File: src/rtl/vga_pic_bounce.sv
// ----------------------------------------------------------------------------
// vga_pic_bounce
//   Picture generator placed in front of the VGA timing/DAC stage. Draws eight
//   vertical colour bars across the active area with a solid square on top.
//   The square moves once per frame, bounces off the screen edges and steps to
//   the next palette colour on every bounce.
//
// Ports
//   vga_clk    in   1   pixel clock (only clock in the block)
//   sys_rst_n  in   1   asynchronous active-low reset
//   pix_x      in  10   active column, 10'h3FF while blanked
//   pix_y      in  10   active row,    10'h3FF while blanked
//   pix_data   out 24   registered RGB888 {R,G,B}, one pixel per clock
// ----------------------------------------------------------------------------
module vga_pic_bounce #(
    parameter int H_VALID = 640,
    parameter int V_VALID = 480,
    parameter int SQ_SIZE = 40,
    parameter int STEP_X  = 2,
    parameter int STEP_Y  = 2
) (
    input  logic        vga_clk,
    input  logic        sys_rst_n,
    input  logic [9:0]  pix_x,
    input  logic [9:0]  pix_y,
    output logic [23:0] pix_data
);

    // All comparisons run in 11 bits so that position + size/step cannot wrap.
    localparam logic [10:0] H_VALID_W = 11'(H_VALID);
    localparam logic [10:0] V_VALID_W = 11'(V_VALID);
    localparam logic [10:0] BAR_W_W   = 11'(H_VALID / 8);
    localparam logic [10:0] SQ_W      = 11'(SQ_SIZE);
    localparam logic [10:0] STEP_X_W  = 11'(STEP_X);
    localparam logic [10:0] STEP_Y_W  = 11'(STEP_Y);
    localparam logic [10:0] MAX_X_W   = 11'(H_VALID - SQ_SIZE);
    localparam logic [10:0] MAX_Y_W   = 11'(V_VALID - SQ_SIZE);
    localparam logic [9:0]  STEP_X_P  = 10'(STEP_X);
    localparam logic [9:0]  STEP_Y_P  = 10'(STEP_Y);
    localparam logic [9:0]  MAX_X_P   = 10'(H_VALID - SQ_SIZE);
    localparam logic [9:0]  MAX_Y_P   = 10'(V_VALID - SQ_SIZE);

    // Eight-entry colour table shared by the bars and the square.
    function automatic logic [23:0] palette(input logic [2:0] idx);
        logic [23:0] rgb;
        case (idx)
            3'd0:    rgb = 24'hFFFFFF;
            3'd1:    rgb = 24'hFFFF00;
            3'd2:    rgb = 24'h00FFFF;
            3'd3:    rgb = 24'h00FF00;
            3'd4:    rgb = 24'hFF00FF;
            3'd5:    rgb = 24'hFF0000;
            3'd6:    rgb = 24'h0000FF;
            3'd7:    rgb = 24'h000000;
            default: rgb = 24'h000000;
        endcase
        return rgb;
    endfunction

    logic [9:0]  sq_x_q, sq_x_d;
    logic [9:0]  sq_y_q, sq_y_d;
    logic        dir_x_q, dir_x_d;
    logic        dir_y_q, dir_y_d;
    logic [2:0]  col_idx_q, col_idx_d;
    logic [23:0] pix_data_q, pix_data_d;

    logic [10:0] px_s, py_s, sqx_s, sqy_s;
    logic [10:0] bar_full_s;
    logic [2:0]  bar_idx_s;
    logic        active_s, hit_s, tick_s;
    logic        bounce_x_s, bounce_y_s;

    assign px_s  = {1'b0, pix_x};
    assign py_s  = {1'b0, pix_y};
    assign sqx_s = {1'b0, sq_x_q};
    assign sqy_s = {1'b0, sq_y_q};

    // Pixel classification: active area, square hit, frame tick, bar index.
    always_comb begin
        active_s   = (px_s < H_VALID_W) && (py_s < V_VALID_W);
        hit_s      = (px_s >= sqx_s) && (px_s < sqx_s + SQ_W) &&
                     (py_s >= sqy_s) && (py_s < sqy_s + SQ_W);
        tick_s     = (px_s == H_VALID_W - 11'd1) && (py_s == V_VALID_W - 11'd1);
        bar_full_s = px_s / BAR_W_W;
        if (bar_full_s > 11'd7) begin
            bar_idx_s = 3'd7;
        end else begin
            bar_idx_s = bar_full_s[2:0];
        end
    end

    // Colour selection: blanking wins, then the square, then the bar.
    always_comb begin
        pix_data_d = 24'h000000;
        if (!active_s) begin
            pix_data_d = 24'h000000;
        end else if (hit_s) begin
            pix_data_d = palette(col_idx_q);
        end else begin
            pix_data_d = palette(bar_idx_s);
        end
    end

    // Square motion: one step per frame tick, clamping to the edge on a bounce.
    always_comb begin
        sq_x_d     = sq_x_q;
        sq_y_d     = sq_y_q;
        dir_x_d    = dir_x_q;
        dir_y_d    = dir_y_q;
        col_idx_d  = col_idx_q;
        bounce_x_s = 1'b0;
        bounce_y_s = 1'b0;
        if (tick_s) begin
            if (dir_x_q) begin
                if (sqx_s + STEP_X_W >= MAX_X_W) begin
                    sq_x_d     = MAX_X_P;
                    dir_x_d    = 1'b0;
                    bounce_x_s = 1'b1;
                end else begin
                    sq_x_d = sq_x_q + STEP_X_P;
                end
            end else begin
                if (sqx_s <= STEP_X_W) begin
                    sq_x_d     = 10'd0;
                    dir_x_d    = 1'b1;
                    bounce_x_s = 1'b1;
                end else begin
                    sq_x_d = sq_x_q - STEP_X_P;
                end
            end
            if (dir_y_q) begin
                if (sqy_s + STEP_Y_W >= MAX_Y_W) begin
                    sq_y_d     = MAX_Y_P;
                    dir_y_d    = 1'b0;
                    bounce_y_s = 1'b1;
                end else begin
                    sq_y_d = sq_y_q + STEP_Y_P;
                end
            end else begin
                if (sqy_s <= STEP_Y_W) begin
                    sq_y_d     = 10'd0;
                    dir_y_d    = 1'b1;
                    bounce_y_s = 1'b1;
                end else begin
                    sq_y_d = sq_y_q - STEP_Y_P;
                end
            end
            // A corner hit bounces both axes but is still a single colour step.
            if (bounce_x_s || bounce_y_s) begin
                col_idx_d = col_idx_q + 3'd1;
            end else begin
                col_idx_d = col_idx_q;
            end
        end else begin
            sq_x_d = sq_x_q;
        end
    end

    // State and output registers.
    always_ff @(posedge vga_clk or negedge sys_rst_n) begin
        if (!sys_rst_n) begin
            pix_data_q <= 24'h000000;
            sq_x_q     <= 10'd0;
            sq_y_q     <= 10'd0;
            dir_x_q    <= 1'b1;
            dir_y_q    <= 1'b1;
            col_idx_q  <= 3'd0;
        end else begin
            pix_data_q <= pix_data_d;
            sq_x_q     <= sq_x_d;
            sq_y_q     <= sq_y_d;
            dir_x_q    <= dir_x_d;
            dir_y_q    <= dir_y_d;
            col_idx_q  <= col_idx_d;
        end
    end

    assign pix_data = pix_data_q;

endmodule

File: config.mk
export PLATFORM = sky130hd
export DESIGN_NAME = vga_pic_bounce
export DESIGN_NICKNAME = d
export VERILOG_FILES = /design/src/rtl/vga_pic_bounce.sv
export SDC_FILE = /design/constraint.sdc
export NUM_CORES = 1
export LEC_CHECK = 0
export BUFFER_PORTS_ARGS = -buffer_cell sky130_fd_sc_hd__buf_2
export CORE_MARGIN = 2
export CORE_UTILIZATION = 59
export CTS_CLUSTER_DIAMETER = 150
export DETAILED_ROUTE_END_ITERATION = 8
export GPL_TIMING_DRIVEN = 0
export PLACE_DENSITY = 0.82
export SYNTH_ARGS = -nofsm -noshare
export SYNTH_HDL_FRONTEND = slang
export SYNTH_SLANG_ARGS = --single-unit
File: constraint.sdc
create_clock -name vga_clk -period 3.3 [get_ports vga_clk]
set_clock_uncertainty 0.2 [all_clocks]
set_input_delay 0.66 -clock vga_clk [delete_from_list [all_inputs] [get_ports vga_clk]]
set_output_delay 0.66 -clock vga_clk [all_outputs]
set_load 0.05 [all_outputs]
======== Word level (Yosys, flattened, before mapping) ========
Memory sizes are Yosys's and may differ from the RTL's.
Index checks and enable logic that the tools add are counted.
cells by class
  add/sub/neg operators ................... 9
  div/mod/pow operators ................... 1
  order comparisons ....................... 11
  equal/unequal tests ..................... 2
  mux-type cells .......................... 21
  reductions and logical operators ........ 7
operators by type and width
  cell                     count
  $mux W10                 6
  $mux W24                 2
  $add A10 B2 Y11 const B  2
  $add A10 B6 Y11 const B  2
  $lt A10 B11 Y1           2
  $add A10 B2 Y10 const B  2
  $ge A10 B10 Y1           2
  $le A10 B2 Y1 const B    2
  $sub A10 B2 Y10 const B  2
  $mux W1                  12
  $div A10 B7 Y11 const B  1
  $ge A11 B10 Y1 const B   1
  $ge A11 B9 Y1 const B    1
  $gt A11 B3 Y1 const B    1
  $eq A10 B10 Y1 const B   1
  $eq A10 B9 Y1 const B    1
  $lt A10 B10 Y1 const B   1
  $lt A10 B9 Y1 const B    1
  $logic_and A1 B1 Y1      5
  $add A3 B1 Y3 const B    1
  $mux W3                  1
  $reduce_and A2 Y1        1
  $logic_or A1 B1 Y1       1
word-level totals
  flip-flop bits (word level) ............. 49
  ROM bits ................................ 384
  output and inout port bits .............. 24
  logic and storage cells ................. 59
  memories kept ........................... 2
memory list
  name             words  bits a word  read ports  clocked after memory_dff  wr ports  RTL line  RTL
  (no name shown)  8      24           1           0                         0         46        case (idx)
  (no name shown)  8      24           1           0                         0         46

======== Logic depth before layout (Yosys ltp) ========
Gate-level depths: netlist of the first run.
  depth after elaboration ................. 7
  depth in mapped cells ................... 12

======== Worst setup path after synthesis of the first run ========
No wires, ideal clock.
  path type ............................... in2reg
  start point ............................. in pix_x[8]
  end point ............................... reg sq_x_q[8]
  library setup time ...................... 65 ps
  arrival ................................. 2,581 ps
  required time ........................... 3,035 ps
  slack ................................... 454 ps
  stages on the path ...................... 7
  path buffers ............................ 1
  path through ............................ buf_6 > or2_1 > or3_4 > or4_4 > or4_1 > a21oi_1 > a311o_2
on the way
  cells in the longest elaborated chain, start to end .. 2
RTL lines
  what                  RTL line  RTL
  start, declared       24        input logic [9:0] pix_x,
  $eq A10 B10 Y1        83        tick_s = (px_s == H_VALID_W - 11'd1) && (py_s == V_VALID_W - 11'd1);
  $logic_and A1 B1 Y1   83
  end signal, assigned  170       sq_x_q <= sq_x_d;
  end, declared         60        logic [9:0] sq_x_q, sq_x_d;
No other way between the ends.
A chain may end at the register's enable or synchronous reset.

======== Worst setup path after layout of the first run ========
  start point ............................. reg sq_x_q[3]
  end point ............................... reg pix_data_q[22] (netlist: pix_data[22])
on the way
  cells in the longest elaborated chain, start to end .. 7
RTL lines
  what                                  RTL line  RTL
  $add A10 B6 Y11                       81        hit_s = (px_s >= sqx_s) && (px_s < sqx_s + SQ_W) &&
  $lt A10 B11 Y1                        81
  $logic_and A1 B1 Y1 (*) (2 in a row)  81
  $logic_and A1 B1 Y1 (*)               82        (py_s >= sqy_s) && (py_s < sqy_s + SQ_W);
  $mux W24 (*)                          97        end else if (hit_s) begin
  $mux W24 (*)                          95        if (!active_s) begin
  end signal, assigned                  169       pix_data_q <= pix_data_d;
  end, declared                         65        logic [23:0] pix_data_q, pix_data_d;
Every way passes the cells marked *; elsewhere a longest branch is shown, timed or not.

==> results of run 1 <==
-- per-stage QoR --
stage | hold slack, ps | util (%) | total power, mW | cell area [um^2]
6_report | 168 | 69.7 | 0.795 | 3630
3_5_place_dp | 297 | 68.3 | 0.518 | 3550
5_1_grt | 213 | 69.7 | 0.824 | 3630
2_1_floorplan | 164 | - | 0.461 | 3240
4_1_cts | 189 | 69.6 | 0.796 | 3620
3_3_place_gp | 271 | 68.3 | 0.514 | 3550
-- placed cells by master (no fill, tap or decap), types with 6 or more instances in the layout --
| cell | n |
|---|---|
| buf_2 | 47 |
| dfrtp_1 | 24 |
| clkbuf_1 | 9 |
| nand2_1 | 27 |
| ha_1 | 43 |
| xnor2_1 | 13 |
| o31ai_1 | 6 |
| o21a_1 | 8 |
| nand3_1 | 11 |
| a31oi_1 | 6 |
| or3_1 | 8 |
| a21oi_1 | 25 |
| o211ai_1 | 6 |
| o21ai_0 | 39 |
| inv_1 | 29 |
| buf_4 | 21 |
| nor3_1 | 13 |
| nor2_1 | 24 |
-- power breakdown --
part	total (mW)	internal [mW]	switching, mW
sequential	0.324	0.321	0.00388
clock	0.282	0.163	0.119
combinational	0.189	0.0663	0.123
-- logic make-up (layout without fill, tap and decap cells) --
family                   after synthesis  after routing  synth area share, %
XOR/XNOR                              16             16                 4.32
buffers and inverters                 66            114                 10.6
AND/OR/NAND/NOR                      114            114                 18.1
adder cells (fa/ha/maj)               43             43                 16.6
flip-flops                            26             26                 20.2
AO/OA/AOI/OAI                        139            139                 28.1
multiplexers                           6              6                 2.01
-- per-layer routing --
metal | global-route usage (%) | share of wire [%] | vias to the layer above
met2 | 46.1 | 45 | 162
met1 | 42.9 | 46 | 1573
met3 | 2.64 | 8.1 | 15
met4 | 7.72 | 1.4 | 0
met5 | 0 | 0 | -
li1 | - | - | 1605
-- cell type report --
cell class / instances / area (um^2) / area share (%)
plain buffers: 36 / 234 / 6.45
clock buffers: 3 / 41.3 / 1.14
clock inverters: 1 / 30.0 / 0.828
inverters: 29 / 109 / 3.00
multi-input cells: 318 / 2250 / 62.0
flip-flops and latches: 26 / 653 / 18.0
well taps: 70 / 87.6 / 2.41
repair buffers: 45 / 225 / 6.21
-- registers in the layout, summed over array words and instances (netlist names) --
name       cells
sq_y_q         9
dir_x_q        1
sq_x_q         9
pix_data       3
dir_y_q        1
col_idx_q      3
-- worst max-delay path, delay by kind of cell (launching register included) --
family	cells	cell delay, ps
AO/OA/AOI/OAI	4	920
AND/OR/NAND/NOR	1	280
adder cells (fa/ha/maj)	2	580
flip-flops	1	520
XOR/XNOR	1	180
multiplexers	1	360
-- how the worst max path moves through the flow --
stage	from	end	slack, ps	depth (start not counted)
floorplan	pix_x[8]	sq_x_q[8]$_DFFE_PN0P_	450	7
global placement	pix_x[8]	col_idx_q[1]$_DFFE_PN0P_	80	7
detailed placement	pix_x[6]	col_idx_q[1]$_DFFE_PN0P_	40	7
CTS	sq_x_q[4]$_DFFE_PN0P_	pix_data[22]$_DFF_PN0_	90	11
global route	sq_x_q[3]$_DFFE_PN0P_	pix_data[22]$_DFF_PN0_	2	9
finish	sq_x_q[3]$_DFFE_PN0P_	pix_data[22]$_DFF_PN0_	160	9
==> results.py, run 1 <==
metrics = {
    "pwr": {
        "p_leak_nw": 1.67,
        "ir_drop_mv": 0.199,
        "power.density_nw_per_um2": 219,
    },
    "clock_tree": {
        "cts-root-buf": "clkbuf_8",
        "clkSlewWorstSetupHoldPaths_ps": 100,
        "cts_buffers": 3,
        "h-tree-depth": 1,
        "postCtsHoldBufs": 0,
        "post_cts_resized": 0,
        "insertion_delay_ps": 280,
        "post_cts_buffers": 0,
        "cts.sinks": 26,
        "cts_tree": "done",
        "cts_buffer_depth": 2,
    },
    "worst_setup_path": {
        "r2r_end": "pix_data[22]$_DFF_PN0_",
        "crit_arrival_ps": 3120,
        "regToRegSetupSlack_ps": 160,
        "critPathMaxStageDelay_ps": 520,
        "slowest_stage": "dfrtp_1",
        "end_kind": "register",
        "crit_type": "register to register",
        "worstPathCellList": "ha_1, xor2_1, ha_1, a21o_1, a211oi_1, a21oi_1, a211oi_1, and3_1, mux2_2",
        "start_kind": "register",
        "path_max_fanout": 9,
        "required_ps": 3280,
        "rr_startpoint": "sq_x_q[3]$_DFFE_PN0P_",
        "r2r_cells": 9,
    },
    "layout": {
        "nNetsFinal": 524,
        "syn2layout_area_growth_pct": 11.9,
        "drive_above_1_share_pct": 20.5,
        "fill_cells": 446,
        "finalNonFillerCells": 528,
        "diodes": 0,
    },
    "run": {
        "maxCapViolCount": 0,
    },
    "sta": {
        "setup_viol": 0,
        "fin_crit_ps": 3140,
        "relSlewSlack_pct": 38.3,
        "fin_crit_sh_pct": 95.2,
        "grt_setup_unrepaired": "no",
        "hold_viol": 0,
        "fmax_mhz": 318,
        "fin_setup_tns_ps": 0,
        "timing.final.ws_setup_ps": 159,
        "slew_viol_final": 0,
        "tightest_slew_ps": 917,
    },
    "synth": {
        "synthTopCellsByCount": "ha_1 (43), o21ai_0 (39), inv_1 (29)",
        "syn_inst": 410,
        "synth-main-ff-cell": "dfrtp_1",
        "syn_nets": 475,
        "syn_area_um2": 3240,
        "postSynthAreaPerCell_um2": 7.90,
        "synth_warnings": 0,
        "netlist.top_cell.by_area": "dfrtp_1",
        "ys_ff_latch": 26,
        "synth_cell_type_count": 61,
        "synth.most_common_cell": "ha_1",
        "ys_seq_area_share_pct": 20.2,
        "postSynth.asyncResetShare_pct": 100,
        "yosys-top-cells-area": "dfrtp_1 (19%), ha_1 (17%), o21ai_0 (6.0%), buf_4 (4.9%), a21oi_1 (4.0%)",
        "synth_edf_count": 0,
        "yosys.area.top_type_share_pct": 18.5,
    },
    "global_routing": {
        "grt_max_degree": 27,
        "antenna_found_initial": 0,
        "grt_first_pass_wirelength_um": 14700,
        "overflow": 0,
        "grt_util_all_layers_pct": 29.2,
        "grt_pass1_vias": 3081,
    },
    "place": {
        "place_inst": 525,
        "gp_congestion": 0.945,
        "port_buffers": 45,
        "place_ws_ps": 41.8,
        "dpl.hpwl_um": 6900,
    },
    "status": {
        "status": "completed",
    },
    "floorplan": {
        "io_pins": 46,
        "die_y_um": 78.1,
        "die_w_um": 78.1,
        "core_um2": 5200,
        "rows": 26,
        "dieArea_um2": 6100,
        "start_util_pct": 62.3,
    },
    "min_path": {
        "hold_path_class": "primary input to async pin",
    },
    "detailed_routing": {
        "vias": 3355,
        "first_pass_iters": 5,
        "wire_per_inst_um": 16.6,
        "drcViolationCount": 0,
        "routed_wl_um": 8740,
        "ant_nets": 0,
        "viasPerCell": 6.35,
        "drt_iter0_drc": 268,
    },
}
Power figures use the tool's default switching activity.
==> run 2: changes to the inputs <==
- PLACE_DENSITY: 0.82 -> 0.84
==> run 2 against run 1 <==
Against the previous run: final cell count did not move; hold slack better by 30 ps; sequential power about the same; first-iteration DRC count up 4.5%; combinational power hardly changed; utilization down 0.58 points; total power fell by 13%; die area did not move; setup slack lost 32 ps; count of clock-buffer cells in the layout unchanged; flip-flop and latch count stayed put; maximum frequency fell by 1.0%; largest power group unchanged; highest routed layer unchanged.
==> results.py, run 2 (synthesis results as in run 1) <==
metrics = {
    "sta": {
        "grt_setup_unrepaired": "no",
        "setup_viol": 0,
        "fin_crit_sh_pct": 96.2,
        "fin_crit_ps": 3170,
        "tightest_slew_ps": 876,
        "fmax_mhz": 315,
        "fin_setup_tns_ps": 0,
        "hold_ws_ps": 198,
        "slew_viol_final": 0,
        "hold_viol": 0,
        "timing.final.ws_setup_ps": 127,
        "relSlewSlack_pct": 41.1,
    },
    "worst_setup_path": {
        "end_kind": "register",
        "start_kind": "register",
        "critPathMaxStageDelay_ps": 550,
        "crit_family": "compound AO/OA/AOI/OAI gates",
        "regToRegSetupSlack_ps": 130,
        "worstPathCellList": "ha_1, xor2_1, ha_1, a21o_1, a211oi_1, a21oi_1, a211oi_1, and3_1, mux2_2",
        "r2r_end": "pix_data[22]$_DFF_PN0_",
        "crit_cells": 9,
        "critPathBufInv": 0,
        "rr_startpoint": "sq_x_q[3]$_DFFE_PN0P_",
        "r2r_cells": 9,
        "crit_type": "register to register",
        "crit_arrival_ps": 3130,
        "endpoint": "pix_data[22]$_DFF_PN0_",
        "required_ps": 3260,
        "path_max_fanout": 9,
        "slowest_stage": "dfrtp_1",
        "crit_path_start": "sq_x_q[3]$_DFFE_PN0P_",
    },
    "pwr": {
        "finalPower_mw": 0.694,
        "p_leak_nw": 1.65,
        "ir_drop_mv": 0.173,
        "power.density_nw_per_um2": 193,
    },
    "detailed_routing": {
        "viasPerCell": 6.30,
        "route.met3.wl_um": 785,
        "vias": 3325,
        "met1_length_um": 3720,
        "dr.max_layer_used": "met4",
        "drcViolationCount": 0,
        "first_pass_iters": 5,
        "routed_wl_um": 8300,
        "route.met2.wl_um": 3630,
        "drt_iter0_drc": 280,
        "wire_per_inst_um": 15.7,
        "ant_nets": 0,
    },
    "layout": {
        "diodes": 0,
        "final_cell_mix": "buf_2 (47), ha_1 (43), o21ai_0 (39)",
        "final_core_util_pct": 69.1,
        "postLayoutCellArea_um2": 3600,
        "finalNonFillerCells": 528,
        "nNetsFinal": 525,
        "syn2layout_area_growth_pct": 11.0,
        "drive_above_1_share_pct": 20.1,
        "top_regs": "sq_x_q (9), sq_y_q (9)",
        "final_common_cell": "buf_2",
    },
    "clock_tree": {
        "cts_buffers": 3,
        "cts_buffer_depth": 2,
        "clkSlewWorstSetupHoldPaths_ps": 90,
        "cts_tree": "done",
        "insertion_delay_ps": 270,
        "cts.sinks": 26,
        "h-tree-depth": 1,
        "cts-root-buf": "clkbuf_8",
    },
    "global_routing": {
        "grt_pass1_vias": 3031,
        "grt_max_degree": 27,
        "grt_first_pass_wirelength_um": 14000,
        "grt_util_all_layers_pct": 27.8,
        "antenna_found_initial": 0,
        "overflow": 0,
    },
    "floorplan": {
        "rows": 26,
        "core_um2": 5200,
        "die_y_um": 78.1,
        "start_util_pct": 62.3,
        "dieArea_um2": 6100,
        "io_pins": 46,
        "die_w_um": 78.1,
    },
    "place": {
        "place_area_um2": 3550,
        "dpl.hpwl_um": 6550,
        "port_buffers": 45,
        "gp_congestion": 0.958,
        "place_inst": 525,
        "place_ws_ps": 35.6,
    },
    "status": {
        "status": "completed",
    },
    "run": {
        "maxCapViolCount": 0,
    },
    "min_path": {
        "hold_path_class": "primary input to async pin",
    },
}
## run 2: cell count changes in the layout (fill, tap and decap cells not counted), sizes merged
cell,previous run,this run
bufinv,1,0
clkbuf,14,15
## run 2: report_power, final
| group | total [mW] | leakage [nW] | switching (mW) | internal, mW |
|---|---|---|---|---|
| Combinational | 0.188 | 1.31 | 0.121 | 0.0663 |
| Sequential | 0.324 | 0.319 | 0.00392 | 0.320 |
| Clock | 0.182 | 0.0216 | 0.0998 | 0.0818 |
## run 2: timing repair
action	CTS	global route
gates resized for setup	0	4
hold buffers	0	0
setup endpoints to repair	0	1
setup buffers	0	0
## run 2: cell type report
cell class	instances	area, um^2
inverters	29	109
flip-flops and latches	26	653
repair buffers	45	225
fillers	416	1610
well taps	70	87.6
plain buffers	37	238
multi-input cells	318	2240
clock buffers	3	41.3
## run 2: worst min path at each step
stage	end	slack, ps	from
floorplan	col_idx_q[0]$_DFFE_PN0P_	160	sys_rst_n
finish	sq_x_q[3]$_DFFE_PN0P_	200	sys_rst_n
global placement	col_idx_q[2]$_DFFE_PN0P_	270	col_idx_q[2]$_DFFE_PN0P_
detailed placement	col_idx_q[2]$_DFFE_PN0P_	300	col_idx_q[2]$_DFFE_PN0P_
CTS	sq_x_q[3]$_DFFE_PN0P_	210	sys_rst_n
global route	sq_x_q[3]$_DFFE_PN0P_	220	sys_rst_n
## run 2: layer usage
layer | vias up | track usage, %
met1 | 1504 | 39.9
met2 | 203 | 44.4
met5 | - | 0
li1 | 1601 | -
met4 | 0 | 7.72
met3 | 17 | 3.22
